[src/rtl/alu_pkg.sv]
// Shared types and constants for the demux router.
//   SIZE_DEFAULT : default data width of a routed word
//   channel_e    : output channel identifier (Y0 / Y1)
//   slot_state_e : occupancy of a one-entry output slot
package alu_pkg;

   localparam int SIZE_DEFAULT = 4;
   localparam int CNT_W_DEFAULT = 8;

   typedef enum logic {
      CH_Y0 = 1'b0,
      CH_Y1 = 1'b1
   } channel_e;

   typedef enum logic {
      SLOT_EMPTY = 1'b0,
      SLOT_FULL  = 1'b1
   } slot_state_e;

endpackage

[src/rtl/demux_out_slot.sv]
// One-entry output buffer for a single router channel, with delivery counter.
//   clk, rst_n  : clock, synchronous active-low reset
//   load        : write load_data into the slot this cycle
//   load_data   : word to store
//   ready       : consumer takes the word when valid
//   data, valid : slot contents and occupancy
//   count       : words delivered, wraps modulo 2^CNT_W
//
// state      | meaning
// SLOT_EMPTY | no word held; data keeps the last delivered value
// SLOT_FULL  | word held and presented on data with valid=1
module demux_out_slot
   import alu_pkg::*;
#(
   parameter int SIZE  = SIZE_DEFAULT,
   parameter int CNT_W = CNT_W_DEFAULT
) (
   input  logic             clk,
   input  logic             rst_n,
   input  logic             load,
   input  logic [SIZE-1:0]  load_data,
   input  logic             ready,
   output logic [SIZE-1:0]  data,
   output logic             valid,
   output logic [CNT_W-1:0] count
);

   slot_state_e state_q;
   slot_state_e state_d;
   logic        drain;

   always_ff @(posedge clk) begin
      if (!rst_n) begin
         state_q <= SLOT_EMPTY;
         data    <= '0;
         count   <= '0;
      end else begin
         state_q <= state_d;
         if (load) begin
            data <= load_data;
         end
         if (drain) begin
            count <= count + 1'b1;
         end
      end
   end

   // A load in the same cycle as a drain keeps the slot full with the new word.
   always_comb begin
      state_d = state_q;
      case (state_q)
         SLOT_EMPTY: if (load) state_d = SLOT_FULL;
         SLOT_FULL:  if (drain && !load) state_d = SLOT_EMPTY;
         default:    state_d = SLOT_EMPTY;
      endcase
   end

   always_comb begin
      valid = (state_q == SLOT_FULL);
      drain = valid && ready;
   end

endmodule

[src/rtl/four_bit_demux_router.sv]
// Registered 1-to-2 demultiplexer with valid/ready flow control.
//   clk, rst_n          : clock, synchronous active-low reset
//   in_data, in_valid   : input word stream
//   in_ready            : router accepts this cycle (combinational)
//   S                   : destination select when alt_mode=0
//   alt_mode            : 1 = ping-pong between Y0 and Y1, S ignored
//   Y0/Y1, yN_valid     : channel data and occupancy
//   yN_ready            : channel consumer takes the word
//   yN_count            : per-channel delivery counters
module four_bit_demux_router
   import alu_pkg::*;
#(
   parameter int SIZE  = SIZE_DEFAULT,
   parameter int CNT_W = CNT_W_DEFAULT
) (
   input  logic             clk,
   input  logic             rst_n,
   input  logic [SIZE-1:0]  in_data,
   input  logic             in_valid,
   output logic             in_ready,
   input  logic             S,
   input  logic             alt_mode,
   output logic [SIZE-1:0]  Y0,
   output logic [SIZE-1:0]  Y1,
   output logic             y0_valid,
   output logic             y1_valid,
   input  logic             y0_ready,
   input  logic             y1_ready,
   output logic [CNT_W-1:0] y0_count,
   output logic [CNT_W-1:0] y1_count
);

   channel_e dst;
   logic     pp;
   logic     accept;
   logic     load0;
   logic     load1;

   assign dst = alt_mode ? channel_e'(pp) : channel_e'(S);

   // A full slot can still take a word when its consumer drains in the same cycle.
   always_comb begin
      in_ready = 1'b0;
      case (dst)
         CH_Y0:   in_ready = !y0_valid || y0_ready;
         CH_Y1:   in_ready = !y1_valid || y1_ready;
         default: in_ready = 1'b0;
      endcase
   end

   assign accept = in_valid && in_ready;
   assign load0  = accept && (dst == CH_Y0);
   assign load1  = accept && (dst == CH_Y1);

   // pp survives alt_mode changes; only reset clears it.
   always_ff @(posedge clk) begin
      if (!rst_n) begin
         pp <= 1'b0;
      end else if (accept && alt_mode) begin
         pp <= ~pp;
      end
   end

   demux_out_slot #(
      .SIZE  (SIZE),
      .CNT_W (CNT_W)
   ) u_slot_y0 (
      .clk       (clk),
      .rst_n     (rst_n),
      .load      (load0),
      .load_data (in_data),
      .ready     (y0_ready),
      .data      (Y0),
      .valid     (y0_valid),
      .count     (y0_count)
   );

   demux_out_slot #(
      .SIZE  (SIZE),
      .CNT_W (CNT_W)
   ) u_slot_y1 (
      .clk       (clk),
      .rst_n     (rst_n),
      .load      (load1),
      .load_data (in_data),
      .ready     (y1_ready),
      .data      (Y1),
      .valid     (y1_valid),
      .count     (y1_count)
   );

endmodule

[config.mk]
export PLATFORM = sky130hd
export DESIGN_NAME = four_bit_demux_router
export DESIGN_NICKNAME = d
export VERILOG_FILES = /design/src/rtl/alu_pkg.sv /design/src/rtl/demux_out_slot.sv /design/src/rtl/four_bit_demux_router.sv
export SDC_FILE = /design/constraint.sdc
export NUM_CORES = 1
export LEC_CHECK = 0
export CORE_ASPECT_RATIO = 1.75
export CORE_MARGIN = 2
export CORE_UTILIZATION = 48
export DETAILED_ROUTE_END_ITERATION = 10
export GPL_TIMING_DRIVEN = 0
export HOLD_SLACK_MARGIN = 0.08
export PLACE_DENSITY = 0.94
export SYNTH_ARGS = -nofsm -noshare
export SYNTH_HDL_FRONTEND = slang
export SYNTH_SLANG_ARGS = --single-unit
[constraint.sdc]
create_clock -name clk -period 1.9 [get_ports clk]
set_input_delay 0.19 -clock clk [delete_from_list [all_inputs] [get_ports clk]]
set_output_delay 0.19 -clock clk [all_outputs]
set_load 0.01 [all_outputs]
==> qor.yml, run 1 <==
drt:
  vias_per_cell: 6.21
  wire_per_inst_um: 16.9
  postRouteAntennaNets: 0
  drtIter0Drc: 52
  num_vias: 1241
  drtPass1Iterations: 4
  drcViolationCount: 0
  routed_wl_mm: 3.38
cts:
  postCtsSetupRepairBufs: 0
  clk_latency_ps: 280
  h-tree-depth: 1
  clock-sinks: 27
  cts_tree: "built"
  cts.reportedPaths.clkPinSlew_ps: 90
  root_buffer: "clkbuf_8"
  clock_path_buffers: 2
  cts_buffers: 3
synth:
  yosysUniqueCellTypes: 24
  synthDominantCellAreaShare: 0.464
  ys_top_cells_by_area: "dfxtp_1 46%, a21oi_1 10%, o31ai_1 6.4%, nand4_1 5.9%, or3_1 4.3%"
  yosys_warnings: 0
  syn_nets: 147
  synth.cell_area_sq_mm: 0.00116
  ys_ff_latch: 27
  synth_top_area_cell: "dfxtp_1"
  synth-async-reset-ratio: 0
  synth-seq-area-share: 0.464
  synth_cells: 134
  syn_area_per_cell_sq_um: 8.69
  synth-edff-count: 0
  ys.flop_type: "dfxtp_1"
worst_setup_path:
  cp.arrival_ps: 1580
  worst_setup_path_start_kind: "flop"
  worst_setup_path_end_kind: "output port"
  rr_startpoint: "u_slot_y1.valid"
  cp_slowest_cell: "dfxtp_1"
  max_stage_delay_ps: 440
  path_cells: "nor2b_1, a21oi_1, dlygate4sd2_1"
  cp-startpoint: "u_slot_y1.valid"
  cp.required_ps: 1710
  crit_fanout: 7
  critPathKind: "reg -> out"
run:
  maxCapViolCount: 0
timing:
  hold_viol: 0
  worst_pin_slew_ps: 526
  max-slew-margin-rel: 0.642
  fin_crit_ps: 1770
  setup_tns_ps: 0
  clock-skew-final_ps: 1.59
  fin_ws_ps: 126
  setup_viol: 0
  fin_crit_sh: 0.934
  slew_viol_final: 0
  timing.fmax_ghz: 0.564
  rsz0062_at_grt: "no"
  holdWs_ps: 484
finish:
  fin_util: 0.699
  synthToLayoutAreaGrowth_pct: 38.2
  register_area_sq_um: 541
  fillCellCount: 182
  drive_gt1_frac: 0.0457
  antennaDiodeCount: 0
  stdcell_count: 200
  final_area_sq_mm: 0.00161
  fin_nets: 189
  multi_input_area_sq_um: 586
min_path:
  hold_path_class: "reg -> reg"
  holdCritStartpoint: "u_slot_y0.data[0]"
grt:
  antenna_found_initial: 0
  grt_pass1_vias: 1213
  grt.total_usage: 0.278
  grt_pass1_wl_mm: 5.54
  grt_max_degree: 16
  grt.overflow.total: 0
placement:
  pre_cts_ws_ps: -256
  place_congestion: 0.847
  io_buffers: 37
  dp_hpwl_mm: 2.51
  dpl_cell_area_sq_mm: 0.00157
  placedCellCount: 196
power_and_ir_drop:
  power_density_mw_per_mm2: 667
  ir_drop_mv: 0.519
  p_leak_nw: 0.534
  p_total_mw: 1.07
floorplan:
  design.core.area_sq_mm: 0.00230
  rows: 23
  io_pins: 38
  die_height_um: 69.2
  initial_utilization: 0.506
  die_x_um: 41.2
  die_area_sq_mm: 0.00285
run_status:
  status: "finished, final reports clean"
==> worst paths after layout <==
path | end | slack [ps] | cells after the start
worst min register to register | u_slot_y0.data[0] | 480 | 2
worst max register to register | u_slot_y1.count[7] | 480 | 3
worst min-delay path | u_slot_y0.data[0] | 480 | 2
worst max-delay path | in_ready | 130 | 3
==> report_power, final <==
part | internal, mW | total (mW) | switching (mW)
registers | 0.582 | 0.598 | 0.0161
logic | 0.0654 | 0.138 | 0.0722
clock network | 0.148 | 0.338 | 0.191
total | 0.795 | 1.07 | 0.279
==> cell type report <==
| type | count | share of cell area |
|---|---|---|
| inverters | 6 | 0.0140 |
| multi-input cells | 97 | 0.364 |
| plain buffers | 4 | 0.0101 |
| well taps | 25 | 0.0194 |
| clock buffers | 3 | 0.0256 |
| clock inverters | 1 | 0.00311 |
| flip-flops and latches | 27 | 0.336 |
| repair buffers | 37 | 0.228 |
==> Yosys cell counts, types with 3 or more instances <==
master    instances
dfxtp_1          27
a21oi_1          24
nand4_1          11
o31ai_1          10
o21ai_0           8
or3_1             8
nor2_1            7
nand2_1           6
nand3_1           6
inv_1             5
clkbuf_1          3
==> layer usage <==
layer | vias to the layer above | routed length, um | share of wire | global-route usage
li1 | 586 | - | - | -
met4 | 0 | 114 | 0.034 | 0.143
met1 | 587 | 1140 | 0.34 | 0.304
met5 | - | 0 | 0 | 0
met2 | 57 | 1930 | 0.57 | 0.464
met3 | 11 | 187 | 0.055 | 0.0513
==> flip-flops by register name, indices dropped and copies added (netlist names) <==
name / count
u_slot_y0.count: 8
u_slot_y1.count: 8
pp: 1
u_slot_y0.data: 4
u_slot_y1.data: 4
u_slot_y0.valid: 1
u_slot_y1.valid: 1
==> cells in the final DEF, fill, tap and decap left out, drive strengths merged, types with 5 or more instances in the layout <==
master          n
o31ai          10
inv             5
nand4          12
clkdlybuf4s50  35
nand2           6
clkbuf          6
or3             8
nand3           6
o21ai           8
a21oi          24
nor2            7
dfxtp          27
==> logic make-up (layout without fill, tap and decap cells) <==
family	after synthesis	in the layout	synth area share
AO/OA/AOI/OAI	43	43	0.209
XOR/XNOR	4	4	0.0301
adder cells (fa/ha/maj)	2	2	0.0215
buffers and inverters	10	51	0.0333
flip-flops	27	27	0.464
multiplexers	2	2	0.0215
AND/OR/NAND/NOR	46	46	0.220
==> worst max-delay path: cells and delay by family, from the launching register on <==
family / cells / cell delay, ps
DFF: 1 / 440
and+or+nand+nor: 1 / 440
AOI/OAI and AO/OA: 1 / 120
buffers and inverters: 1 / 300
==> what timing repair did <==
action / 4_1_cts / 5_1_grt
hold buffers: 0 / 0
resized for setup: 2 / 0
setup endpoints to repair: 1 / 0
(Power assumes the default switching activity.)
==> run 2, diff against run 1 <==
clock period = 2.1 ns   (was 1.9 ns; I/O delays follow)
==> run 2 against run 1 <==
Clock power is 9.5% lower. Register-to-register slack better by 200 ps. Die area stayed put. Power is 9.5% lower. Cell count stayed put. Hold slack stayed put. Clock-buffer cell count stayed put. Utilization is 0.054 points higher. Final area hardly changed. Global-route usage stayed put. Largest cell class unchanged.
==> qor.yml, run 2 (synthesized netlist as in run 1, its figures left out) <==
floorplan:
  design.core.area_sq_mm: 0.00230  # unchanged
  initial_utilization: 0.506  # unchanged
  rows: 23  # unchanged
  io_pins: 38  # unchanged
  die_area_sq_mm: 0.00285  # unchanged
  die_height_um: 69.2  # unchanged
  die_x_um: 41.2  # unchanged
worst_setup_path:
  worst_setup_path_start_kind: "primary input"
  critPathKind: "in -> out"
  cp.arrival_ps: 1750  # +170 ps
  worst_setup_path_end_kind: "output port"
  cp.required_ps: 1890  # +180 ps
  crit_fanout: 10  # +3
timing:
  fin_ws_ps: 137  # +11.3 ps
  timing.fmax_ghz: 0.509
  setup_viol: 0  # unchanged
  max-slew-margin-rel: 0.642  # unchanged
  fin_crit_ps: 1960
  worst_pin_slew_ps: 526  # unchanged
  slew_viol_final: 0  # unchanged
  rsz0062_at_grt: "no"
  fin_crit_sh: 0.935
  hold_viol: 0  # unchanged
  clock-skew-final_ps: 1.59  # unchanged
placement:
  pre_cts_ws_ps: -96.1  # +160 ps
  place_congestion: 0.847  # unchanged
  dp_hpwl_mm: 2.51  # unchanged
  io_buffers: 37  # unchanged
drt:
  drtPass1Iterations: 4  # unchanged
  drcViolationCount: 0  # unchanged
  postRouteAntennaNets: 0  # unchanged
  wire_per_inst_um: 16.9  # about the same
  num_vias: 1241  # unchanged
  vias_per_cell: 6.21  # unchanged
  drtIter0Drc: 52  # unchanged
  routed_wl_mm: 3.38  # about the same
cts:
  ctsHoldBuffers: 0  # unchanged
  clock_path_buffers: 2  # unchanged
  postCtsSetupRepairBufs: 0  # unchanged
  cts_buffers: 3  # unchanged
  clock-sinks: 27  # unchanged
  cts_resized: 1  # -1
  cts.reportedPaths.clkPinSlew_ps: 90  # about the same
  root_buffer: "clkbuf_8"
  cts_tree: "built"
  h-tree-depth: 1  # unchanged
  clk_latency_ps: 280  # about the same
power_and_ir_drop:
  p_leak_nw: 0.533  # -0.25%
  power_density_mw_per_mm2: 603  # -9.5%
  ir_drop_mv: 0.470  # -9.5%
  p_total_mw: 0.972  # -9.5%
run_status:
  status: "finished, final reports clean"
grt:
  antenna_found_initial: 0  # unchanged
  grt_pass1_wl_mm: 5.54  # unchanged
  grt_max_degree: 16  # unchanged
  grt.overflow.total: 0  # unchanged
  grt.total_usage: 0.278  # unchanged
  grt_pass1_vias: 1213  # unchanged
finish:
  layout_common_cells: "36 x clkdlybuf4s50_1, 27 x dfxtp_1, 24 x a21oi_1, 11 x nand4_1, 10 x o31ai_1"
  reg_top3: "u_slot_y0.count (8), u_slot_y1.count (8)"
  fin_nets: 189  # unchanged
  drive_gt1_frac: 0.0457  # unchanged
  mostFrequentLayoutCell: "clkdlybuf4s50_1"
  antennaDiodeCount: 0  # unchanged
  synthToLayoutAreaGrowth_pct: 38.3  # about the same
min_path:
  hold_path_class: "reg -> reg"
run:
  maxCapViolCount: 0  # unchanged
## run 2: cell types whose count changed in the layout (fill, tap and decap cells not counted)
| cell | previous run | this run |
|---|---|---|
| clkdlybuf4s50_1 | 35 | 36 |
| dlygate4sd2_1 | 2 | 1 |
## run 2: path summary, 6_finish.rpt
path	startpoint	end	slack [ps]	cells past startpoint
worst min-delay path	u_slot_y0.data[0]	u_slot_y0.data[0]	480	2
worst max-delay path	alt_mode	in_ready	140	6
worst min register to register	u_slot_y0.data[0]	u_slot_y0.data[0]	480	2
worst max register to register	u_slot_y1.valid	u_slot_y1.count[7]	680	3
## run 2: cell type report
class	count	area, sq um
Clock buffer	3	41.3
Fill cell	183	691
Buffer	4	16.3
Clock inverter	1	5.00
Multi-Input combinational cell	97	586
Tap cell	25	31.3
Inverter	6	22.5
Timing Repair Buffer	37	369
Sequential cell	27	541
## run 2: metal layers
layer	track usage	up-vias	wire length (um)
li1	-	586	-
met1	0.304	587	1140
met2	0.464	57	1930
met3	0.0513	11	187
met4	0.143	0	114
met5	0	-	0
## run 2: power breakdown
part | switching, mW | internal, mW | total (mW)
sequential | 0.0145 | 0.526 | 0.541
combinational | 0.0653 | 0.0599 | 0.125
clock | 0.173 | 0.134 | 0.306
total | 0.252 | 0.720 | 0.972
## run 2: metrics by stage
| step | hold slack, ps | utilization | cell area [sq um] | std cells | setup TNS [ps] |
|---|---|---|---|---|---|
| 6_report | 484 | 0.700 | 1610 | 200 | 0 |
| 5_1_grt | 511 | 0.700 | 1610 | 200 | 0 |
| 4_1_cts | 487 | 0.700 | 1610 | 200 | 0 |
| 3_5_place_dp | 465 | 0.680 | 1570 | 196 | -96.1 |
| 3_3_place_gp | 459 | 0.680 | 1570 | 196 | -60.3 |
| 2_1_floorplan | 360 | - | 1160 | 134 | 0 |
## run 2: critical path, cell delays in order
cell             delay [ps]
clkdlybuf4s50_1         540
mux2_2                  370
buf_2                   190
nor2_1                  100
a21oi_1                  40
dlygate4sd2_1           300
==> run 3, diff against run 2 <==
GPL_TIMING_DRIVEN = 1   (was 0)
==> run 3 against run 2 <==
Via count increased by 0.32%. Wire length is 1.5% lower. Non-clock buffer count rose by 2. Highest routed layer unchanged. Final area grew 1.8%. Critical path depth shrank 3. Global-route usage shrank 1.6 points.
==> qor.yml, run 3 (synthesized netlist as in run 1, its figures left out) <==
floorplan:
  die_x_um: 41.2  # unchanged
  initial_utilization: 0.506  # unchanged
  rows: 23  # unchanged
  design.core.area_sq_mm: 0.00230  # unchanged
  die_area_sq_mm: 0.00285  # unchanged
  die_height_um: 69.2  # unchanged
  io_pins: 38  # unchanged
timing:
  slew_viol_final: 0  # unchanged
  fin_ws_ps: 106  # -30.8 ps
  hold_viol: 0  # unchanged
  setup_tns_ps: 0  # unchanged
  setup_viol: 0  # unchanged
  rsz0062_at_grt: "no"
  timing.fmax_ghz: 0.502  # -1.5%
  max-slew-margin-rel: 0.634  # -0.00855
  clock-skew-final_ps: 2.75  # +1.16 ps
  holdWs_ps: 481  # -3.07 ps
  fin_crit_ps: 1990  # +30.8 ps
  worst_pin_slew_ps: 539  # +12.6 ps
  fin_crit_sh: 0.949  # +0.0147
placement:
  place_congestion: 0.807  # -4.7%
  io_buffers: 37  # unchanged
  dp_hpwl_mm: 2.53  # +0.60%
  pre_cts_ws_ps: 135  # +231 ps
min_path:
  hold_path_class: "reg -> reg"
grt:
  grt.overflow.total: 0  # unchanged
  antenna_found_initial: 0  # unchanged
  grt_pass1_vias: 1253  # +3.3%
  grt_pass1_wl_mm: 5.31  # -4.2%
  grt.total_usage: 0.262  # -0.0158
  grt_max_degree: 17  # +1
cts:
  cts.reportedPaths.clkPinSlew_ps: 90  # about the same
  h-tree-depth: 1  # unchanged
  cts_buffers: 3  # unchanged
  cts_tree: "built"
  cts_resized: 0  # -1
  clock_path_buffers: 2  # unchanged
  clk_latency_ps: 270  # about the same
  clock-sinks: 27  # unchanged
  root_buffer: "clkbuf_8"
  postCtsSetupRepairBufs: 0  # unchanged
  ctsHoldBuffers: 0  # unchanged
drt:
  dr.max_layer_used: "met4"
  drtIter0Drc: 36  # -31%
  drtPass1Iterations: 4  # unchanged
  met1_length_mm: 1.11  # -2.6%
  vias_per_cell: 6.16  # -0.67%
  postRouteAntennaNets: 0  # unchanged
  drcViolationCount: 0  # unchanged
  num_vias: 1245  # +0.32%
  routed_wl_mm: 3.33  # -1.5%
  wl_met2_mm: 1.90  # -1.6%
  dr_wl_met3_um: 170  # -9.1%
  wire_per_inst_um: 16.5  # -2.5%
finish:
  fin_nets: 191  # +1.1%
  layout_common_cells: "37 x clkdlybuf4s50_1, 27 x dfxtp_1, 24 x a21oi_1, 11 x nand4_1, 10 x o31ai_1"
  mostFrequentLayoutCell: "clkdlybuf4s50_1"
  synthToLayoutAreaGrowth_pct: 40.8
  reg_top3: "u_slot_y0.count (8), u_slot_y1.count (8)"
  drive_gt1_frac: 0.0678  # +0.0221
  fin_util: 0.713  # +0.0125
  fillCellCount: 184  # +0.55%
  antennaDiodeCount: 0  # unchanged
worst_setup_path:
  critPathKind: "reg -> out"
  worst_setup_path_start_kind: "flop"
  worst_setup_path_end_kind: "output port"
  cp.required_ps: 1890  # about the same
  crit_fanout: 7  # -3
  cp.arrival_ps: 1780  # +30 ps
power_and_ir_drop:
  power_density_mw_per_mm2: 588  # -2.6%
  p_total_mw: 0.964  # -0.82%
  ir_drop_mv: 0.444  # -5.5%
  p_leak_nw: 0.552  # +3.6%
run_status:
  status: "finished, final reports clean"
run:
  maxCapViolCount: 0  # unchanged
[run 3: cell types whose count changed in the layout (fill, tap and decap cells not counted)]
| cell | previous run | this run |
|---|---|---|
| buf_2 | 1 | 0 |
| buf_4 | 0 | 6 |
| clkdlybuf4s50_1 | 36 | 37 |
| dlygate4sd2_1 | 1 | 0 |
| clkinv_2 | 1 | 0 |
| clkbuf_1 | 3 | 1 |
[run 3: area by class of cell]
| class | count | area (sq um) | share of cell area |
|---|---|---|---|
| multi-input combinational | 97 | 586 | 0.357 |
| sequential | 27 | 541 | 0.330 |
| timing repair buffer | 43 | 415 | 0.253 |
| clock buffer | 4 | 45.0 | 0.0275 |
| tap | 25 | 31.3 | 0.0191 |
| inverter | 6 | 22.5 | 0.0137 |
[run 3: path summary, 6_finish.rpt]
| path | to | from | slack (ps) | cells past startpoint |
|---|---|---|---|---|
| hold reg to reg | u_slot_y0.data[0] | u_slot_y0.data[0] | 480 | 2 |
| hold / removal | u_slot_y0.data[0] | u_slot_y0.data[0] | 480 | 2 |
| setup reg to reg | u_slot_y0.count[7] | u_slot_y0.valid | 720 | 3 |
| setup / recovery | in_ready | u_slot_y1.valid | 110 | 3 |
[run 3: power breakdown]
part / internal (mW) / switching, mW / total [mW]
Clock: 0.136 / 0.158 / 0.294
Sequential: 0.526 / 0.0133 / 0.539
Combinational: 0.0662 / 0.0646 / 0.131
Total: 0.728 / 0.236 / 0.964
[run 3: worst max-delay path, stage by stage (launching register included)]
cell and delay [ps]:
dfxtp_1 430, nor2b_1 460, a21oi_1 130, clkdlybuf4s50_1 490
[run 3: layer usage]
layer  GRT usage  vias to the layer above
met3      0.0417                       17
met2       0.472                       56
met1       0.240                      586
met5           0                        -
li1            -                      586
met4       0.151                        0
[run 3: stage by stage]
step	cells	area, sq um
final	202	1640
after global routing	202	1640
after CTS	202	1640
after detailed placement	198	1600
after global placement	198	1600
after floorplan	134	1160
